<file path="config.mk">
export PLATFORM = sky130hd
export DESIGN_NAME = apb_bridge_flat
export DESIGN_NICKNAME = d
export VERILOG_FILES = /design/src/rtl/apb_bridge_if.sv /design/src/rtl/apb_bridge.sv /design/src/flat_wrapper.sv
export SDC_FILE = /design/constraint.sdc
export NUM_CORES = 1
export LEC_CHECK = 0
export CAP_MARGIN = 20
export CORE_AREA = 5 5 124 126
export DETAILED_ROUTE_END_ITERATION = 12
export DIE_AREA = 0 0 129 131
export HOLD_SLACK_MARGIN = 0.06
export PLACE_DENSITY = 0.77
export SLEW_MARGIN = 10
export SYNTH_ARGS = -nofsm -noshare
export SYNTH_HDL_FRONTEND = slang
export SYNTH_SLANG_ARGS = --single-unit
</file>
<file path="constraint.sdc">
create_clock -name pclk -period 1.6 [get_ports pclk]
set_clock_uncertainty 0.15 [all_clocks]
set_input_delay 0.24 -clock pclk [delete_from_list [all_inputs] [get_ports pclk]]
set_output_delay 0.24 -clock pclk [all_outputs]
set_load 0.05 [all_outputs]
</file>
<file path="src/rtl/apb_bridge_if.sv">
// Bus bundle between the CPU request port, the APB bridge and its APB slaves.
// The master modport is the bridge view; the slave modport is the CPU/slave-side view.
interface apb_bridge_if #(
  parameter int ADDR_WIDTH = 32,
  parameter int DATA_WIDTH = 32,
  parameter int NSLAVES    = 4
);
  logic                          mem_valid;
  logic [ADDR_WIDTH-1:0]         mem_addr;
  logic [DATA_WIDTH-1:0]         mem_wdata;
  logic [3:0]                    mem_wstrb;
  logic [DATA_WIDTH-1:0]         mem_rdata;
  logic                          mem_ready;

  logic [ADDR_WIDTH-1:0]         paddr;
  logic [DATA_WIDTH-1:0]         pdata;
  logic                          pwrite;
  logic [3:0]                    pstb;
  logic [NSLAVES-1:0]            psel;
  logic                          penable;
  logic [NSLAVES*DATA_WIDTH-1:0] prdata_bus;
  logic [NSLAVES-1:0]            pready;
  logic [NSLAVES-1:0]            perr;
  logic                          APB_perr;

  modport master (
    input  mem_valid, mem_addr, mem_wdata, mem_wstrb,
    output mem_rdata, mem_ready,
    output paddr, pdata, pwrite, pstb, psel, penable,
    input  prdata_bus, pready, perr,
    output APB_perr
  );

  modport slave (
    output mem_valid, mem_addr, mem_wdata, mem_wstrb,
    input  mem_rdata, mem_ready,
    input  paddr, pdata, pwrite, pstb, psel, penable,
    output prdata_bus, pready, perr,
    input  APB_perr
  );
endinterface

</file>
<file path="src/rtl/apb_bridge.sv">
// apb_bridge: CPU request -> APB master with top-address-bit slave decode and error flagging.
// Define APB_TIMEOUT_EN to abort ACCESS after TIMEOUT cycles without pready.
module apb_bridge #(
  parameter int ADDR_WIDTH = 32,
  parameter int DATA_WIDTH = 32,
  parameter int NSLAVES    = 4,
  parameter int SEL_BITS   = 4,
  parameter int TIMEOUT    = 16
) (
  input logic          pclk,
  input logic          presetn,
  apb_bridge_if.master bus
);

  typedef enum logic [1:0] {IDLE, SETUP, ACCESS, RESP} state_t;

  state_t                state, state_nx;
  logic [ADDR_WIDTH-1:0] paddr_q, paddr_nx;
  logic [DATA_WIDTH-1:0] pdata_q, pdata_nx;
  logic [DATA_WIDTH-1:0] rdata_q, rdata_nx;
  logic [DATA_WIDTH-1:0] sel_rdata;
  logic [3:0]            pstb_q, pstb_nx;
  logic [NSLAVES-1:0]    psel_q, psel_nx;
  logic [NSLAVES-1:0]    dec_sel;
  logic                  pwrite_q, pwrite_nx;
  logic                  penable_q, penable_nx;
  logic                  ready_q, ready_nx;
  logic                  perr_q, perr_nx;
  logic [SEL_BITS-1:0]   idx;
  logic                  hit;
  logic                  sel_ready;
  logic                  sel_err;
  logic                  tmo_hit;

  assign idx = bus.mem_addr[ADDR_WIDTH-1 -: SEL_BITS];
  assign hit = int'(idx) < NSLAVES;

  always_comb begin
    dec_sel = '0;
    for (int i = 0; i < NSLAVES; i++) begin
      if (int'(idx) == i) dec_sel[i] = 1'b1;
    end
  end

  // Only the currently selected slave's ready/error/data are ever looked at.
  always_comb begin
    sel_rdata = '0;
    for (int i = 0; i < NSLAVES; i++) begin
      if (psel_q[i]) sel_rdata = sel_rdata | bus.prdata_bus[i*DATA_WIDTH +: DATA_WIDTH];
    end
  end

  assign sel_ready = |(bus.pready & psel_q);
  assign sel_err   = |(bus.perr & psel_q);

`ifdef APB_TIMEOUT_EN
  localparam int CNT_W = $clog2(TIMEOUT + 1);

  logic [CNT_W-1:0] tmo_cnt;

  // Held at zero outside ACCESS, so it is clear on SETUP entry.
  always_ff @(posedge pclk) begin
    if (!presetn) begin
      tmo_cnt <= '0;
    end else if (state == ACCESS) begin
      tmo_cnt <= tmo_cnt + 1'b1;
    end else begin
      tmo_cnt <= '0;
    end
  end

  assign tmo_hit = (state == ACCESS) && (tmo_cnt == CNT_W'(TIMEOUT - 1));
`else
  assign tmo_hit = 1'b0;
`endif

  always_ff @(posedge pclk) begin
    if (!presetn) begin
      state     <= IDLE;
      paddr_q   <= '0;
      pdata_q   <= '0;
      rdata_q   <= '0;
      pstb_q    <= '0;
      psel_q    <= '0;
      pwrite_q  <= 1'b0;
      penable_q <= 1'b0;
      ready_q   <= 1'b0;
      perr_q    <= 1'b0;
    end else begin
      state     <= state_nx;
      paddr_q   <= paddr_nx;
      pdata_q   <= pdata_nx;
      rdata_q   <= rdata_nx;
      pstb_q    <= pstb_nx;
      psel_q    <= psel_nx;
      pwrite_q  <= pwrite_nx;
      penable_q <= penable_nx;
      ready_q   <= ready_nx;
      perr_q    <= perr_nx;
    end
  end

  // Next-state and next-output logic; mem_ready/APB_perr/mem_rdata are only set on RESP entry.
  always_comb begin
    state_nx   = state;
    paddr_nx   = paddr_q;
    pdata_nx   = pdata_q;
    pstb_nx    = pstb_q;
    pwrite_nx  = pwrite_q;
    psel_nx    = psel_q;
    penable_nx = penable_q;
    rdata_nx   = '0;
    ready_nx   = 1'b0;
    perr_nx    = 1'b0;

    case (state)
      IDLE: begin
        if (bus.mem_valid) begin
          if (hit) begin
            paddr_nx   = bus.mem_addr;
            pdata_nx   = bus.mem_wdata;
            pstb_nx    = bus.mem_wstrb;
            pwrite_nx  = |bus.mem_wstrb;
            psel_nx    = dec_sel;
            penable_nx = 1'b0;
            state_nx   = SETUP;
          end else begin
            ready_nx = 1'b1;
            perr_nx  = 1'b1;
            state_nx = RESP;
          end
        end
      end
      SETUP: begin
        penable_nx = 1'b1;
        state_nx   = ACCESS;
      end
      ACCESS: begin
        if (sel_ready) begin
          psel_nx    = '0;
          penable_nx = 1'b0;
          ready_nx   = 1'b1;
          perr_nx    = sel_err;
          rdata_nx   = (!pwrite_q && !sel_err) ? sel_rdata : '0;
          state_nx   = RESP;
        end else if (tmo_hit) begin
          psel_nx    = '0;
          penable_nx = 1'b0;
          ready_nx   = 1'b1;
          perr_nx    = 1'b1;
          state_nx   = RESP;
        end
      end
      RESP: begin
        state_nx = IDLE;
      end
      default: begin
        state_nx = IDLE;
      end
    endcase
  end

  assign bus.paddr     = paddr_q;
  assign bus.pdata     = pdata_q;
  assign bus.pstb      = pstb_q;
  assign bus.pwrite    = pwrite_q;
  assign bus.psel      = psel_q;
  assign bus.penable   = penable_q;
  assign bus.mem_ready = ready_q;
  assign bus.mem_rdata = rdata_q;
  assign bus.APB_perr  = perr_q;

endmodule

</file>
<file path="src/flat_wrapper.sv">
// flat-port wrapper written by rule: the top's interface ports become plain ports
module apb_bridge_flat 
#(
  parameter int ADDR_WIDTH = 32,
  parameter int DATA_WIDTH = 32,
  parameter int NSLAVES    = 4,
  parameter int SEL_BITS   = 4,
  parameter int TIMEOUT    = 16
)
  (pclk, presetn, bus_mem_valid, bus_mem_addr, bus_mem_wdata, bus_mem_wstrb, bus_mem_rdata, bus_mem_ready, bus_paddr, bus_pdata, bus_pwrite, bus_pstb, bus_psel, bus_penable, bus_prdata_bus, bus_pready, bus_perr, bus_APB_perr);
  apb_bridge_if #(.ADDR_WIDTH(ADDR_WIDTH), .DATA_WIDTH(DATA_WIDTH), .NSLAVES(NSLAVES)) bus_i ();
  input logic pclk;
  input logic presetn;
  input wire logic [$bits(bus_i.mem_valid)-1:0] bus_mem_valid;
  input wire logic [$bits(bus_i.mem_addr)-1:0] bus_mem_addr;
  input wire logic [$bits(bus_i.mem_wdata)-1:0] bus_mem_wdata;
  input wire logic [$bits(bus_i.mem_wstrb)-1:0] bus_mem_wstrb;
  output wire logic [$bits(bus_i.mem_rdata)-1:0] bus_mem_rdata;
  output wire logic [$bits(bus_i.mem_ready)-1:0] bus_mem_ready;
  output wire logic [$bits(bus_i.paddr)-1:0] bus_paddr;
  output wire logic [$bits(bus_i.pdata)-1:0] bus_pdata;
  output wire logic [$bits(bus_i.pwrite)-1:0] bus_pwrite;
  output wire logic [$bits(bus_i.pstb)-1:0] bus_pstb;
  output wire logic [$bits(bus_i.psel)-1:0] bus_psel;
  output wire logic [$bits(bus_i.penable)-1:0] bus_penable;
  input wire logic [$bits(bus_i.prdata_bus)-1:0] bus_prdata_bus;
  input wire logic [$bits(bus_i.pready)-1:0] bus_pready;
  input wire logic [$bits(bus_i.perr)-1:0] bus_perr;
  output wire logic [$bits(bus_i.APB_perr)-1:0] bus_APB_perr;
  assign bus_i.mem_valid = bus_mem_valid;
  assign bus_i.mem_addr = bus_mem_addr;
  assign bus_i.mem_wdata = bus_mem_wdata;
  assign bus_i.mem_wstrb = bus_mem_wstrb;
  assign bus_mem_rdata = bus_i.mem_rdata;
  assign bus_mem_ready = bus_i.mem_ready;
  assign bus_paddr = bus_i.paddr;
  assign bus_pdata = bus_i.pdata;
  assign bus_pwrite = bus_i.pwrite;
  assign bus_pstb = bus_i.pstb;
  assign bus_psel = bus_i.psel;
  assign bus_penable = bus_i.penable;
  assign bus_i.prdata_bus = bus_prdata_bus;
  assign bus_i.pready = bus_pready;
  assign bus_i.perr = bus_perr;
  assign bus_APB_perr = bus_i.APB_perr;
  apb_bridge #(.ADDR_WIDTH(ADDR_WIDTH), .DATA_WIDTH(DATA_WIDTH), .NSLAVES(NSLAVES), .SEL_BITS(SEL_BITS), .TIMEOUT(TIMEOUT)) u_core (.pclk(pclk), .presetn(presetn), .bus(bus_i));
endmodule
</file>
## After elaboration in Yosys (flattened, before gate mapping)

Index checks and enable logic that the tools add are counted.
Widths: inputs -> output; s select.

- Magnitude comparators: 1
- Eq/ne operators: 9
- Muxes and demuxes: 26
- Bitwise logic cells: 5
- Reduce and logical (&&, ||, !) cells: 15

Operators with widths:

| kind | number |
|---|---|
| $mux 32 | 4 |
| $or 32x32->32 | 3 |
| $mux 4 | 3 |
| $reduce_and 4->1 | 3 |
| $reduce_or 4->1 | 3 |
| $mux 1 | 11 |
| $and 4x4->4 | 2 |
| $eq 4x3->1 const B | 2 |
| $pmux 2 s4 | 1 |
| $pmux 4 s2 | 1 |
| $mux 2 | 3 |
| $eq 2x2->1 const B | 2 |
| $eq 4x2->1 const B | 1 |
| $logic_not 4->1 | 1 |
| $lt 4x3->1 const B | 1 |
| $ne 2x1->1 const B | 2 |
| $pmux 1 s2 | 2 |
| $pmux 1 s3 | 1 |
| $reduce_and 3->1 | 1 |
| $reduce_bool 3->1 | 1 |
| $eq 2x1->1 const B | 1 |
| $logic_not 1->1 | 2 |
| $logic_not 2->1 | 1 |
| $ne 2x2->1 const B | 1 |
| other kinds (3) | 3 |

- Bits in registers: 110
- Input bits: 207
- Output and inout port bits: 108

## Longest topological paths before layout

- Depth after elaboration: 7
- Depth in mapped cells: 9

## Least setup slack after synthesis

Ideal clock, no wire load.

- Path kind: register to register
- From: register u_core.psel_q[2] (netlist: u_core.bus.psel[2])
- To: register u_core.penable_q (netlist: u_core.bus.penable)
- Library setup time: 0.135 ns
- Arrival time: 1.586 ns
- Path slack: -0.271 ns
- Cell stages (with the launch flop): 6
- Path buffers: 1
- Cells stage by stage: dfxtp_1 > buf_2 > a22oi_1 > and3_4 > o311ai_0 > o41ai_1

- Word-level cells in the longest chain between the ends: 4

Ends and longest elaborated chain:

| element | RTL line | RTL |
|---|---|---|
| start, declared | apb_bridge.sv:23 | `logic [NSLAVES-1:0] psel_q, psel_nx;` |
| start signal, assigned | apb_bridge.sv:95 | `psel_q <= psel_nx;` |
| $and 4x4->4 | apb_bridge.sv:53 | `assign sel_ready = \|(bus.pready & psel_q);` |
| $reduce_or 4->1 | apb_bridge.sv:53 |  |
| $ne 2x1->1 (no line) | n/a |  |
| $reduce_and 4->1 (no line) | n/a |  |
| end signal, assigned | apb_bridge.sv:97 | `penable_q <= penable_nx;` |
| end, declared | apb_bridge.sv:26 | `logic penable_q, penable_nx;` |

Every way passes these cells.
A chain may end at the register's enable or synchronous reset.

## Worst setup path in the final report

- From: register u_core.state[1]
- To: register u_core.pdata_q[2] (netlist: u_core.bus.pdata[2])

- Word-level cells in the longest chain between the ends: 2

Ends and longest elaborated chain:

| element | RTL line | RTL |
|---|---|---|
| start, declared | apb_bridge.sv:17 | `state_t state, state_nx;` |
| start signal, assigned | apb_bridge.sv:90 | `state <= state_nx;` |
| $logic_not 2->1 | apb_bridge.sv:116 | `case (state)` |
| $reduce_and 3->1 (no line) | n/a |  |
| end signal, assigned | apb_bridge.sv:92 | `pdata_q <= pdata_nx;` |
| end, declared | apb_bridge.sv:19 | `logic [DATA_WIDTH-1:0] pdata_q, pdata_nx;` |

Every way passes these cells.

==> metrics.md <==
| Metric | Value |
|---|---|
| Status | `finished, violations left` |
| Failing checks | `negative setup slack` |
| Number of nets in the layout | `1,032` |
| TritonRoute pass-1 iters | `5` |
| Synth top area share | `49.5%` |
| Clock Tree Root | `clkbuf_16` |
| Pleak | `0.00335 uW` |
| Initial core utilization | `31.3%` |
| Reg clk slew, reported paths | `0.07 ns` |
| # rows | `44` |
| Hold Vio Cnt, Final | `0` |
| Dominant synthesized flop cell | `dfxtp_1` |
| Gate power share | `33.0%` |
| CTS sink count | `110` |
| Pin count of the biggest net entering global routing | `84` |
| Die Y | `131 um` |
| Switch share | `30.0%` |
| Antenna violations before repair | `3` |
| Residual DRC | `0` |
| FILL cells | `1,124` |
| Critical-path maximum fanout | `15` |
| Drt via density | `4.87` |
| Critical path endpoint category | `register` |
| CTS Buf Count | `9` |
| Die Area | `16,900 um^2` |
| Post-Syn Instances | `501` |
| Max-slew violations | `0` |
| RSZ-0062 raised after global routing | `true` |
| Grt total ovfl | `0` |
| Iter 0 DRT Violations | `225` |
| Worst setup margin | `-0.0217 ns` |
| Sequential Area | `2220 um^2` |
| WL final | `18,400 um` |
| Clk pwr share | `28.8%` |
| Pwr Total | `7980 uW` |
| Yosys cell types | `33` |
| Flop pwr share | `38.2%` |
| DR vias | `4,940` |
| Post-DR wirelength/cell | `18.2 um` |
| Number of max-cap violations | `0` |
| Share of cells above drive strength 1 | `23.8%` |
| Asr flop ratio synth | `0%` |
| Setup violations, final | `3` |
| Worst rel slew slack | `67.9%` |
| Leading area contributor after synthesis | `dfxtp_1` |
| Power Dens Cells | `857 nW/um^2` |
| Bufs on Longest Clock Path | `2` |
| Mean area per synthesized cell | `8.87 um^2` |
| Dpl hpwl | `14,100 um` |
| VDD IR-drop max | `0.475 mV` |
| Internal power | `5590 uW` |
| Sequential area share after synthesis | `49.5%` |
| Tot GR Track Use | `20.6%` |
| Fin area | `9310 um^2` |
| Vias in the first global route | `4,943` |
| CTS tree | `built` |
| IO Port Bufs | `314` |
| Worst path required time | `1.73 ns` |
| Final core area utilization | `65.5%` |
| Crit start category | `register` |
| Core region area | `14,200 um^2` |
| First-pass GRT wire length | `26,900 um` |
| Final Wtd Congestion | `0.824` |
| Die Wd | `129 um` |
| Tmin final | `1.62 ns` |
| Synthesized Nets | `712` |
| HP Class | `in -> reg` |
| Placed cell area | `8770 um^2` |
| Tcrit/Tclk final | `101%` |
| WS Path Type | `reg -> reg` |
| CTS H-tree lvls | `3` |
| Worst skew pair latency | `0.35 ns` |
| Synthesized area | `4450 um^2` |
| Synthesized flop and latch total | `110` |
| Crit path DAT | `1.75 ns` |
| Yosys warnings | `0` |
| Layout area overhead | `109%` |
| Switching Power | `2390 uW` |
| Top post-synthesis cells by area | `dfxtp_1 50%, nand2_1 12%, a22oi_1 11%` |
| Post-synth EDFFs | `0` |
| FMAX | `617 MHz` |
| Slew @ Worst Pin | `0.481 ns` |
| # IOs | `315` |
| Post-route ant nets | `0` |
| Multi-input gate area | `2110 um^2` |
## timing repair
item                       CTS  global route
cloned                       2             1
buffers inserted             5             3
setup endpoints to repair   74            60
hold buffers                 0             0
pin swaps                    2             6
resized for setup           17            45
## metal layers
metal / wire length (um) / GRT usage [%]
met5: 0 / 0
met3: 2140 / 9.11
met1: 6530 / 21.9
met2: 9270 / 35.2
met4: 486 / 9.39
## flip-flops by register name, summed over array words and instances (netlist names)
signal / cells
u_core.state: 2
u_core.bus.penable: 1
u_core.bus.pdata: 32
u_core.bus.APB_perr: 1
u_core.bus.mem_rdata: 32
u_core.bus.mem_ready: 1
u_core.bus.psel: 4
u_core.bus.pstb: 4
u_core.bus.paddr: 32
u_core.bus.pwrite: 1
## area by class of cell
cell class / instances / share of cell area (%)
timing repair buffer: 352 / 47.5
antenna: 4 / 0.108
clock buffer: 11 / 2.61
inverter: 4 / 0.188
multi-input combinational: 344 / 22.7
tap: 184 / 2.47
clock inverter: 5 / 0.605
sequential: 110 / 23.9
## cells in the mapped netlist, types with 3 or more instances
cell type	number
dfxtp_1	110
a21oi_1	34
a22oi_1	68
nand3_1	3
mux2i_1	4
a21boi_0	37
ha_1	4
buf_2	13
buf_6	3
nor2b_1	3
nand2_1	139
a21boi_1	30
clkbuf_1	26
## power groups by stage
| stage | logic, uW | clock network, uW | registers (uW) |
|---|---|---|---|
| floorplan | 664 | 0 | 3470 |
| global placement | 2440 | 0 | 3100 |
| detailed placement | 2480 | 0 | 3110 |
| CTS | 2580 | 2360 | 3050 |
| global route | 2780 | 2470 | 3060 |
| finish | 2640 | 2300 | 3050 |
## metrics by stage
stage	setup WS, ns	hold WS (ns)	std cells	TNS (ns)
2_1_floorplan	-0.00230	0.225	501	-0.00230
6_report	-0.0217	0.239	1014	-0.0253
3_5_place_dp	-0.323	0.335	985	-21.00
3_3_place_gp	-0.215	0.329	985	-15.61
4_1_cts	0.00240	0.249	1007	0
5_1_grt	-0.0959	0.259	1012	-2.45
## final timing paths
| kind | start | endpoint | slack, ns | depth (start not counted) |
|---|---|---|---|---|
| max | u_core.state[1]$_SDFFE_PN0P_ | u_core.bus.pdata[2]$_SDFFE_PN0P_ | -0.02 | 8 |
| max reg2reg | u_core.state[1]$_SDFFE_PN0P_ | u_core.bus.pdata[2]$_SDFFE_PN0P_ | -0.02 | 8 |
| min | presetn | u_core.state[1]$_SDFFE_PN0P_ | 0.24 | 3 |
| min reg2reg | u_core.bus.pdata[7]$_SDFFE_PN0P_ | u_core.bus.pdata[7]$_SDFFE_PN0P_ | 0.34 | 2 |
## critical path: stages (launching register included)
cell      delay, ns
dfxtp_2        0.33
inv_2          0.07
ha_4           0.17
inv_4          0.05
nor3_4         0.23
buf_12         0.18
buf_12         0.14
nand2_1        0.08
a21boi_2       0.15
## layout by cell type (no fill, tap or decap), types with 2 or more instances in the layout
cell / synthesis / final
clkdlybuf4s50_1: 0 / 204
nand2_1: 139 / 137
dfxtp_1: 110 / 104
buf_12: 0 / 96
a22oi_1: 68 / 67
a21boi_1: 30 / 46
buf_4: 1 / 42
a21oi_1: 34 / 33
a21boi_2: 1 / 11
a21boi_0: 37 / 11
clkbuf_16: 0 / 10
diode_2: 0 / 4
mux2i_1: 4 / 4
buf_6: 3 / 4
dfxtp_4: 0 / 4
inv_2: 2 / 3
nor2b_1: 3 / 3
ha_1: 4 / 3
nor3_4: 2 / 2
nand2_2: 0 / 2
and3_1: 2 / 2
nand3b_1: 2 / 2
nand3_1: 3 / 2
o41ai_1: 2 / 2
clkinv_2: 0 / 2
buf_8: 0 / 2
dfxtp_2: 0 / 2
## logic make-up after synthesis
kind of cell / share of synthesized area (%)
simple gates: 15.0
compound gates: 28.5
flops: 49.5
mux: 0.901
buf+inv: 4.93
fa+ha+maj: 1.13
Note: power is estimated with default switching activity, not from simulation.
